===== config.mk =====
export PLATFORM = sky130hd
export DESIGN_NAME = fpu_issue_queue
export DESIGN_NICKNAME = d
export VERILOG_FILES = /design/src/rtl/fpu_issue_queue.sv
export SDC_FILE = /design/constraint.sdc
export NUM_CORES = 1
export LEC_CHECK = 0
export ABC_AREA = 1
export CORE_AREA = 3 3 156 158
export DETAILED_ROUTE_END_ITERATION = 10
export DIE_AREA = 0 0 159 161
export PLACE_DENSITY = 0.73
export RECOVER_POWER = 100
export REMOVE_ABC_BUFFERS = 1
export SYNTH_ARGS = -nofsm -noshare
export SYNTH_HDL_FRONTEND = slang
export SYNTH_SLANG_ARGS = --single-unit

===== constraint.sdc =====
create_clock -name clock -period 5.45 [get_ports clock]
set_input_delay 1.09 -clock clock [delete_from_list [all_inputs] [get_ports clock]]
set_output_delay 1.09 -clock clock [all_outputs]
set_load 0.03 [all_outputs]

===== src/rtl/fpu_issue_queue.sv =====
// fpu_issue_queue
// Operand/command issue queue sitting directly in front of the fpu.
// Accepts {a, b, command, tag} entries over a valid/ready handshake, drops
// illegal commands (raising a sticky error), and presents the oldest entry
// to the fpu's input_rdy/input_ack handshake. The tag of every entry the
// fpu consumes is reported one cycle later so results can be matched up.
module fpu_issue_queue #(
    parameter int bitness   = 32,
    parameter int depth     = 4,
    parameter int tag_width = 4
) (
    input  logic                   clock,
    input  logic                   reset,
    input  logic                   in_valid,
    output logic                   in_ready,
    input  logic [bitness-1:0]     in_a,
    input  logic [bitness-1:0]     in_b,
    input  logic [3:0]             in_command,
    input  logic [tag_width-1:0]   in_tag,
    input  logic                   flush,
    output logic                   fpu_input_rdy,
    input  logic                   fpu_input_ack,
    output logic [bitness-1:0]     fpu_data_a,
    output logic [bitness-1:0]     fpu_data_b,
    output logic [3:0]             fpu_command,
    output logic                   issued_strobe,
    output logic [tag_width-1:0]   issued_tag,
    output logic [$clog2(depth):0] count,
    output logic                   err_illegal
);

    // Index width plus one wrap bit distinguishes full from empty.
    localparam int AW = $clog2(depth);
    localparam int PW = AW + 1;
    localparam logic [PW-1:0] PTR_ZERO = {PW{1'b0}};
    localparam logic [PW-1:0] PTR_ONE  = {{(PW-1){1'b0}}, 1'b1};

    // Entry storage: deliberately not reset, validity comes from the pointers.
    logic [bitness-1:0]   r_mem_a   [depth];
    logic [bitness-1:0]   r_mem_b   [depth];
    logic [3:0]           r_mem_cmd [depth];
    logic [tag_width-1:0] r_mem_tag [depth];

    logic [PW-1:0]        r_wr_ptr;
    logic [PW-1:0]        r_rd_ptr;
    logic [PW-1:0]        r_count;
    logic                 r_issued_strobe;
    logic [tag_width-1:0] r_issued_tag;
    logic                 r_err_illegal;

    logic [AW-1:0]        w_wr_idx;
    logic [AW-1:0]        w_rd_idx;
    logic                 w_full;
    logic                 w_empty;
    logic                 w_legal;
    logic                 w_accept;
    logic                 w_push;
    logic                 w_drop;
    logic                 w_pop;
    logic [PW-1:0]        w_wr_next;
    logic [PW-1:0]        w_rd_next;

    assign w_wr_idx = r_wr_ptr[AW-1:0];
    assign w_rd_idx = r_rd_ptr[AW-1:0];

    // Full: same slot, opposite lap. Empty: identical pointers.
    assign w_full  = (r_wr_ptr[AW] != r_rd_ptr[AW]) && (w_wr_idx == w_rd_idx);
    assign w_empty = (r_wr_ptr == r_rd_ptr);

    // Only commands 0..3 (add, sub, mul, div) are legal.
    assign w_legal = (in_command[3:2] == 2'b00);

    // No bypass: a full queue refuses even when the head is leaving this cycle.
    assign in_ready = reset && !w_full;

    // flush swallows both sides of the handshake in the same cycle.
    assign w_accept = in_valid && in_ready && !flush;
    assign w_push   = w_accept && w_legal;
    assign w_drop   = w_accept && !w_legal;
    assign w_pop    = !w_empty && fpu_input_ack && !flush;

    // Next pointer values, shared by the pointer and occupancy registers.
    always_comb begin
        w_wr_next = r_wr_ptr;
        w_rd_next = r_rd_ptr;
        if (flush) begin
            w_wr_next = PTR_ZERO;
            w_rd_next = PTR_ZERO;
        end else begin
            if (w_push) begin
                w_wr_next = r_wr_ptr + PTR_ONE;
            end else begin
                w_wr_next = r_wr_ptr;
            end
            if (w_pop) begin
                w_rd_next = r_rd_ptr + PTR_ONE;
            end else begin
                w_rd_next = r_rd_ptr;
            end
        end
    end

    // Write an accepted legal entry into the slot under the write pointer.
    always_ff @(posedge clock) begin
        if (w_push) begin
            r_mem_a[w_wr_idx]   <= in_a;
            r_mem_b[w_wr_idx]   <= in_b;
            r_mem_cmd[w_wr_idx] <= in_command;
            r_mem_tag[w_wr_idx] <= in_tag;
        end
    end

    // Pointers and registered occupancy (difference wraps modulo 2*depth).
    always_ff @(posedge clock or negedge reset) begin
        if (!reset) begin
            r_wr_ptr <= PTR_ZERO;
            r_rd_ptr <= PTR_ZERO;
            r_count  <= PTR_ZERO;
        end else begin
            r_wr_ptr <= w_wr_next;
            r_rd_ptr <= w_rd_next;
            r_count  <= w_wr_next - w_rd_next;
        end
    end

    // One-cycle issue pulse carrying the consumed entry's tag; tag holds after.
    always_ff @(posedge clock or negedge reset) begin
        if (!reset) begin
            r_issued_strobe <= 1'b0;
            r_issued_tag    <= {tag_width{1'b0}};
        end else begin
            r_issued_strobe <= w_pop;
            if (w_pop) begin
                r_issued_tag <= r_mem_tag[w_rd_idx];
            end else begin
                r_issued_tag <= r_issued_tag;
            end
        end
    end

    // Sticky illegal-command flag; flush clears it and wins over a new drop.
    always_ff @(posedge clock or negedge reset) begin
        if (!reset) begin
            r_err_illegal <= 1'b0;
        end else if (flush) begin
            r_err_illegal <= 1'b0;
        end else if (w_drop) begin
            r_err_illegal <= 1'b1;
        end else begin
            r_err_illegal <= r_err_illegal;
        end
    end

    // Head entry is read straight from storage so the fpu sees it right away.
    assign fpu_input_rdy = !w_empty;
    assign fpu_data_a    = r_mem_a[w_rd_idx];
    assign fpu_data_b    = r_mem_b[w_rd_idx];
    assign fpu_command   = r_mem_cmd[w_rd_idx];

    assign issued_strobe = r_issued_strobe;
    assign issued_tag    = r_issued_tag;
    assign count         = r_count;
    assign err_illegal   = r_err_illegal;

endmodule


==> flow_metrics.env, run 1 <==
export IMPL_dieArea_um2=25600
export IMPL_dp_worst_setup_slack_ns=1.25
export IMPL_min_from="issued_tag[0]"
export IMPL_power_density_nw_per_um2=384
export IMPL_routed_via_count=7075
export IMPL_status="complete, but fails checks"
export IMPL_slew_viol_final=100
export IMPL_yosysTopAreaCell="edfxtp_1"
export IMPL_drt_wirelength_per_cell_um=18.3
export IMPL_hold_viol=0
export IMPL_cts_root_buffer_cell="clkbuf_16"
export IMPL_async_flop_share_pct=4.95
export IMPL_syn2layout_area_growth_pct=23.6
export IMPL_tightest_slew_ns=2.70
export IMPL_holdBufCountCts=0
export IMPL_clkLatencyLatePin_ns=0.55
export IMPL_core_rowCount=56
export IMPL_clk_pin_slew_ns=0.06
export IMPL_drt_iter0_markers=527
export IMPL_layout_nets=1045
export IMPL_finalSetupTns_ns=0
export IMPL_ys_flop_type="edfxtp_1"
export IMPL_period_share_pct=90.5
export IMPL_required_ns=4.36
export IMPL_synth_top_cells_by_count="edfxtp_1, nor2_1, o21ai_0"
export IMPL_fmax_mhz=203
export IMPL_die_y_um=161
export IMPL_r2r_slack_ns=0.81
export IMPL_startpoint_type="register"
export IMPL_ir_drop_mv=0.309
export IMPL_setup_viol=0
export IMPL_drt_pass1_iterations=5
export IMPL_placed_area_um2=13400
export IMPL_viasPerCell=5.42
export IMPL_setup_slack_ns=0.520
export IMPL_ys_types=27
export IMPL_synth_edf_count=288
export IMPL_fin_skew_ns=0.0200
export IMPL_boundaryPins=156
export IMPL_overflow=0
export IMPL_netlist_instances=809
export IMPL_start_util_pct=49.6
export IMPL_numPortBuffers=155
export IMPL_synth_area_leaders="edfxtp_1, o21ai_0, nor2_1, o22ai_1, dfrtp_1"
export IMPL_core_area_um2=23300
export IMPL_syn_avg_cell_area_um2=14.3
export IMPL_grt_pass1_wl_mm=37.5
export IMPL_cp_end_kind="output pin"
export IMPL_grt_usage_pct=18.3
export IMPL_drv_cap=4
export IMPL_cts_tree="done"
export IMPL_postRouteAntennaNets=0
export IMPL_hp_class="reg2reg"
export IMPL_drive_above_1_share_pct=7.11
export IMPL_power_w=0.00548
export IMPL_syn_cell_area_um2=11500
export IMPL_gp_congestion=0.786
export IMPL_remaining_drc_errors=0
export IMPL_post_cts_buffers=0
export IMPL_antenna_found_initial=3
export IMPL_synth_most_common_cell="edfxtp_1"
export IMPL_crit_type="reg2out"
export IMPL_grt_pass1_vias=7025
export IMPL_postLayoutCellArea_um2=14300
export IMPL_whs_ns=0.482
export IMPL_static_leakage_power_nw=4.89
export IMPL_yosysWarnings=0
export IMPL_reg2reg_depth=7
export IMPL_ys_seq_area_share_pct=78.2
export IMPL_yosysTopAreaCellShare_pct=75.0
export IMPL_rr_startpoint="r_rd_ptr[0]"
export IMPL_dp_hpwl_mm=13.7
export IMPL_min_period_ns=4.93
export IMPL_critical_path_slowest_cell="inv_4"
export IMPL_cts_sinks=303
export IMPL_cts_buffer_depth=3
export IMPL_htree_levels=1
export IMPL_path_cells="inv_4, clkbuf_2, o21ai_0, o22ai_1, dlygate4sd3_1"
export IMPL_crit_path_max_incr_delay_ns=0.77
export IMPL_cp_arrival_ns=3.84
export IMPL_r2r_end="r_mem_a[3][27]"
export IMPL_min_to="issued_tag[0]"
export IMPL_maxSlewHeadroom_pct=-80.8
export IMPL_critPathMaxFanout=93
export IMPL_wirelength_mm=23.8
export IMPL_grt_max_degree=94
export IMPL_cts_made_buffers=30
export IMPL_hold_depth=2
export IMPL_violations="max-capacitance violations, max-slew violations"
export IMPL_synth_seq_cells=303
export IMPL_rsz0062_at_grt="no"
export IMPL_fillers=1773
export IMPL_die_x_um=159
export IMPL_cts_resized=0
placed cells by master, fill, tap and decap left out, drive strengths merged, types with 2 or more instances in the layout:
cell type,instances
buf,6
bufinv,2
clkbuf,39
clkdlybuf4s50,12
clkinv,21
clkinvlp,2
dfrtp,15
diode,2
dlygate4sd3,143
edfxtp,288
ha,6
inv,23
nand2,39
nand3,11
nand4,3
nor2,152
o21ai,145
o22ai,72
cell families (layout without fill, tap and decap cells):
logic type,count (synthesis),count (layout),synth area share [%]
flops,303,303,78.2
compound gates,220,220,10.4
simple gates,206,206,7.86
buf+inv,72,248,2.62
fa+ha+maj,7,7,0.824
xor+xnor,1,1,0.0759
other cells,0,2,0
critical path, delay by kind of cell, from the launching register on:
| family | cells | cell delay (ns) |
|---|---|---|
| AOI/OAI and AO/OA | 2 | 0.35 |
| buffers and inverters | 3 | 2.18 |
| DFF | 1 | 0.76 |
worst max-delay path by stage:
stage | from | to | slack [ns] | cells after the start
finish | r_rd_ptr[0] | fpu_data_a[0] | 0.52 | 5
global route | r_rd_ptr[0] | fpu_data_a[0] | 0.26 | 5
CTS | r_rd_ptr[0] | fpu_data_b[22] | 0.67 | 5
detailed placement | r_rd_ptr[0] | fpu_data_b[22] | 1.25 | 5
global placement | r_rd_ptr[0] | fpu_data_b[22] | 1.31 | 5
floorplan | r_rd_ptr[0] | r_mem_a[0][0] | -3.37 | 8
layer usage:
metal | track usage (%) | share of wire (%)
met1 | 24.5 | 41
met2 | 30.7 | 50
met3 | 3.82 | 6.5
met4 | 5.41 | 2.0
met5 | 0 | 0.055
area by class of cell:
type | count | area (um^2) | area share [%]
Sequential cell | 303 | 9030 | 63.3
Timing Repair Buffer | 168 | 1650 | 11.6
Multi-Input combinational cell | 434 | 2140 | 15.0
Inverter | 24 | 92.6 | 0.649
Clock buffer | 32 | 758 | 5.32
Clock inverter | 24 | 181 | 1.27
Antenna cell | 2 | 5.00 | 0.0351
Tap cell | 319 | 399 | 2.80
registers in the layout, indices dropped and copies added, names as in the netlist:
register	cells
count	3
err_illegal	1
issued_strobe	1
issued_tag	4
r_mem_a	128
r_mem_b	128
r_mem_cmd	16
r_mem_tag	16
r_rd_ptr	3
r_wr_ptr	3
metrics by stage:
stage | utilization [%] | std cells
after CTS | 61.8 | 1304
after floorplan | - | 761
final | 61.3 | 1306
after detailed placement | 57.7 | 1248
after global placement | 57.7 | 1248
after global routing | 61.3 | 1306
power breakdown:
| group | switching, W | internal [W] | leakage, nW |
|---|---|---|---|
| combinational | 0.000621 | 0.000326 | 1.64 |
| sequential | 0.0000352 | 0.00258 | 2.79 |
| clock | 0.000818 | 0.00110 | 0.461 |
| total | 0.00147 | 0.00401 | 4.89 |
(Power assumes the default switching activity.)
==> inputs of run 2 (changes only) <==
- CORE_AREA: 3 3 156 158 -> 2 2 155 157
- DIE_AREA: 0 0 159 161 -> 0 0 157 159
==> flow_metrics.env, run 2 (synthesis results as in run 1) <==
export IMPL_syn2layout_area_growth_pct=23.2
export IMPL_layout_nets=1047
export IMPL_crit_type="reg2out"
export IMPL_seq_power_share_pct=48.4
export IMPL_met2_usage_pct=31.5
export IMPL_min_period_ns=4.86
export IMPL_holdBufCountCts=0
export IMPL_start_util_pct=49.7
export IMPL_cts_made_buffers=30
export IMPL_hold_depth=2
export IMPL_grt_pass1_wl_mm=37.3
export IMPL_finalSetupTns_ns=0
export IMPL_required_ns=4.36
export IMPL_static_leakage_power_nw=4.85
export IMPL_clk_pin_slew_ns=0.06
export IMPL_fmax_mhz=206
export IMPL_violations="max-capacitance violations, max-slew violations"
export IMPL_tightest_slew_ns=2.71
export IMPL_busiest_layer="met2"
export IMPL_viasPerCell=5.32
export IMPL_hold_viol=0
export IMPL_rsz0062_at_grt="no"
export IMPL_gp_congestion=0.755
export IMPL_post_cts_buffers=0
export IMPL_die_x_um=157
export IMPL_hp_class="reg2reg"
export IMPL_internal_power_w=0.00396
export IMPL_final_cell_mix="edfxtp_1, nor2_1, dlygate4sd3_1"
export IMPL_power_frac_clock_pct=34.1
export IMPL_fin_skew_ns=0.0237
export IMPL_boundaryPins=156
export IMPL_core_area_um2=23200
export IMPL_antenna_found_initial=4
export IMPL_slew_viol_final=164
export IMPL_drt_iter0_markers=487
export IMPL_p_sw_share_pct=26.7
export IMPL_remaining_drc_errors=0
export IMPL_final_common_cell="edfxtp_1"
export IMPL_drive_above_1_share_pct=6.51
export IMPL_power_density_nw_per_um2=380
export IMPL_startpoint_type="register"
export IMPL_dieArea_um2=25000
export IMPL_drt_wirelength_per_cell_um=18.3
export IMPL_period_share_pct=89.2
export IMPL_setup_viol=0
export IMPL_htree_levels=1
export IMPL_cts_buffer_depth=3
export IMPL_numPortBuffers=155
export IMPL_drt_pass1_iterations=5
export IMPL_cts_sinks=303
export IMPL_placed_area_um2=13400
export IMPL_status="complete, but fails checks"
export IMPL_met1_usage_pct=25.9
export IMPL_routed_via_count=6954
export IMPL_critPathMaxFanout=93
export IMPL_reg_largest_list="r_mem_a (128), r_mem_b (128)"
export IMPL_cp_arrival_ns=3.77
export IMPL_combPwrFrac_pct=17.5
export IMPL_grt_usage_pct=19.0
export IMPL_wirelength_mm=23.9
export IMPL_grtUsageMet3_pct=3.38
export IMPL_cts_tree="done"
export IMPL_dp_hpwl_mm=13.4
export IMPL_grt_pass1_vias=7007
export IMPL_grt_max_degree=94
export IMPL_reg2reg_depth=12
export IMPL_core_rowCount=56
export IMPL_p_switching_w=0.00144
export IMPL_overflow=0
export IMPL_postRouteAntennaNets=0
export IMPL_cts_resized=0
export IMPL_die_y_um=159
export IMPL_drv_cap=5
export IMPL_cp_end_kind="output pin"
export IMPL_postLayoutCellArea_um2=14200
export IMPL_maxSlewHeadroom_pct=-80.9
export IMPL_cts_root_buffer_cell="clkbuf_16"
export IMPL_clkLatencyLatePin_ns=0.55
export IMPL_ir_drop_mv=0.284
-- run 2: layout make-up --
class                   instances  area, um^2
flip-flops and latches        303        9030
multi-input cells             434        2170
clock buffers                  41         792
well taps                     319         399
fillers                      1787        8980
repair buffers                170        1630
diodes                          5        12.5
clock inverters                11        83.8
inverters                      24        92.6
-- run 2: path summary, 6_finish.rpt --
kind | startpoint | end | slack, ns
max | r_rd_ptr[0] | fpu_command[1] | 0.59
min | issued_tag[0] | issued_tag[0] | 0.49
max reg2reg | r_rd_ptr[0] | count[2] | 1.00
min reg2reg | issued_tag[0] | issued_tag[0] | 0.49
max in group asynchronous | reset | r_rd_ptr[0] | 3.59
min in group asynchronous | reset | issued_tag[2] | 1.22
-- run 2: stage by stage --
stage                     hold WS, ns  total power, W  setup WS (ns)  utilization, %  instances
after CTS                       0.488         0.00551          0.795            61.6       1302
after global routing            0.522         0.00561          0.289            61.2       1305
after global placement          0.473         0.00366           1.40            57.8       1250
after floorplan                 0.562         0.00322          -3.37               -        761
after detailed placement        0.476         0.00368           1.37            57.8       1250
final                           0.491         0.00540          0.591            61.3       1307
-- run 2: per-layer routing --
metal	share of wire [%]	vias up
met5	0	-
met4	1.7	0
met3	6.1	28
met2	49	215
met1	43	3393
li1	-	3318
-- run 2: critical path: stages, from the launching register on --
cell           delay (ns)
dfrtp_4              0.73
inv_4                0.75
clkbuf_2             0.60
o21ai_0              0.14
o22ai_1              0.21
dlygate4sd3_1        0.78
-- run 2: power by group through the flow --
stage,clock (W),sequential (W),combinational [W]
after global routing,0.00197,0.00262,0.00102
after floorplan,0,0.00272,0.000492
after global placement,0,0.00266,0.00100
after CTS,0.00188,0.00261,0.00102
after detailed placement,0,0.00266,0.00102
final,0.00184,0.00261,0.000945
==> inputs of run 3 (changes only) <==
- PLACE_DENSITY: 0.73 -> default
- PLACE_DENSITY_LB_ADDON: default -> 0.08
==> flow_metrics.env, run 3 (synthesis results as in run 1) <==
export IMPL_die_y_um=159
export IMPL_r2r_slack_ns=1.24
export IMPL_grt_pass1_vias=7179
export IMPL_cts_tree="done"
export IMPL_critPathMaxFanout=124
export IMPL_min_from="err_illegal"
export IMPL_gp_congestion=0.798
export IMPL_postRouteAntennaNets=0
export IMPL_grt_usage_pct=19.4
export IMPL_layout_nets=1043
export IMPL_routed_via_count=7004
export IMPL_status="complete, but fails checks"
export IMPL_crit_type="reg2out"
export IMPL_holdBufCountCts=0
export IMPL_critical_path_slowest_cell="inv_4"
export IMPL_fillers=1741
export IMPL_slew_viol_final=166
export IMPL_die_x_um=157
export IMPL_fin_util_pct=61.6
export IMPL_maxSlewHeadroom_pct=-47.8
export IMPL_drt_iter0_markers=513
export IMPL_htree_levels=1
export IMPL_clk_pin_slew_ns=0.06
export IMPL_drt_wirelength_per_cell_um=18.6
export IMPL_final_cell_mix="edfxtp_1, dlygate4sd3_1, nor2_1"
export IMPL_clkLatencyLatePin_ns=0.55
export IMPL_min_period_ns=4.72
export IMPL_ir_drop_mv=0.311
export IMPL_final_common_cell="edfxtp_1"
export IMPL_hold_depth=1
export IMPL_tightest_slew_ns=2.22
export IMPL_rsz0062_at_grt="no"
export IMPL_layoutNonFillerInstCount=1307
export IMPL_violations="max-capacitance violations, max-slew violations"
export IMPL_cts_resized=0
export IMPL_power_w=0.00551
export IMPL_drive_above_1_share_pct=7.34
export IMPL_antenna_found_initial=8
export IMPL_cts_buffer_depth=3
export IMPL_start_util_pct=49.7
export IMPL_numPortBuffers=155
export IMPL_required_ns=4.36
export IMPL_cp_end_kind="output pin"
export IMPL_dieArea_um2=25000
export IMPL_overflow=0
export IMPL_reg_largest_list="r_mem_a (128), r_mem_b (128)"
export IMPL_dp_hpwl_mm=13.3
export IMPL_fin_skew_ns=0.0143
export IMPL_cts_root_buffer_cell="clkbuf_16"
export IMPL_boundaryPins=156
export IMPL_period_share_pct=86.5
export IMPL_syn2layout_area_growth_pct=23.8
export IMPL_cp_arrival_ns=3.63
export IMPL_fmax_mhz=212
export IMPL_grt_max_degree=125
export IMPL_hp_class="reg2reg"
export IMPL_startpoint_type="register"
export IMPL_wirelength_mm=24.3
export IMPL_cts_made_buffers=30
export IMPL_reg2reg_depth=7
export IMPL_crit_path_max_incr_delay_ns=0.86
export IMPL_whs_ns=0.484
export IMPL_place_inst=1246
export IMPL_drt_pass1_iterations=7
export IMPL_r2r_end="r_mem_b[3][1]"
export IMPL_rr_startpoint="r_rd_ptr[0]"
export IMPL_power_density_nw_per_um2=386
export IMPL_setup_viol=0
export IMPL_grt_pass1_wl_mm=37.8
export IMPL_min_to="err_illegal"
export IMPL_static_leakage_power_nw=4.88
export IMPL_drv_cap=3
export IMPL_post_cts_buffers=0
export IMPL_remaining_drc_errors=0
export IMPL_cts_sinks=303
export IMPL_core_rowCount=56
export IMPL_core_area_um2=23200
export IMPL_viasPerCell=5.36
export IMPL_path_cells="inv_4, clkbuf_2, o21ai_0, o22ai_1, dlygate4sd3_1"
export IMPL_hold_viol=0
==> run 3: worst max path at each step <==
stage                      from              to  slack, ns  cells after the start
finish              r_rd_ptr[0]   fpu_data_a[8]       0.73                      5
global route        r_rd_ptr[0]  fpu_data_b[21]       0.39                      5
floorplan           r_rd_ptr[0]   r_mem_a[0][0]      -3.37                      8
detailed placement  r_rd_ptr[0]  fpu_data_a[10]       1.44                      5
CTS                 r_rd_ptr[0]   fpu_data_a[9]       0.85                      5
global placement    r_rd_ptr[0]  fpu_data_a[26]       1.48                      5
==> run 3: power breakdown <==
part	internal, W	switching, W	total, W
Sequential	0.00258	0.0000217	0.00260
Clock	0.00114	0.000808	0.00195
Combinational	0.000322	0.000630	0.000952
==> run 3: final cells by class <==
cell class	instances	area, um^2	share of cell area [%]
clock inverters	20	181	1.27
flip-flops and latches	303	9030	63.2
inverters	24	92.6	0.648
multi-input cells	434	2190	15.3
well taps	319	399	2.79
repair buffers	166	1610	11.3
diodes	7	17.5	0.123
clock buffers	34	766	5.36
==> run 3: critical path: cells and delay by family, from the launching register on <==
family | cells | cell delay (ns)
buf+inv | 3 | 2.14
flops | 1 | 0.63
compound gates | 2 | 0.29
==> run 3: metrics by stage <==
stage / instance area [um^2] / setup slack [ns] / setup TNS (ns)
floorplan: 11300 / -3.37 / -882.12
global placement: 13400 / 1.48 / 0
detailed placement: 13400 / 1.44 / 0
CTS: 14400 / 0.850 / 0
global route: 14300 / 0.391 / 0
finish: 14300 / 0.734 / 0
==> run 3: layer usage <==
layer  vias to the layer above  GRT usage [%]  share of wire, %  routed length, um
li1                       3310              -                 -                  -
met4                         2           6.38               1.8                448
met3                        40           4.25               6.5               1590
met1                      3442           25.0                43              10400
met5                         -              0             0.054                 13
met2                       210           32.8                49              11800
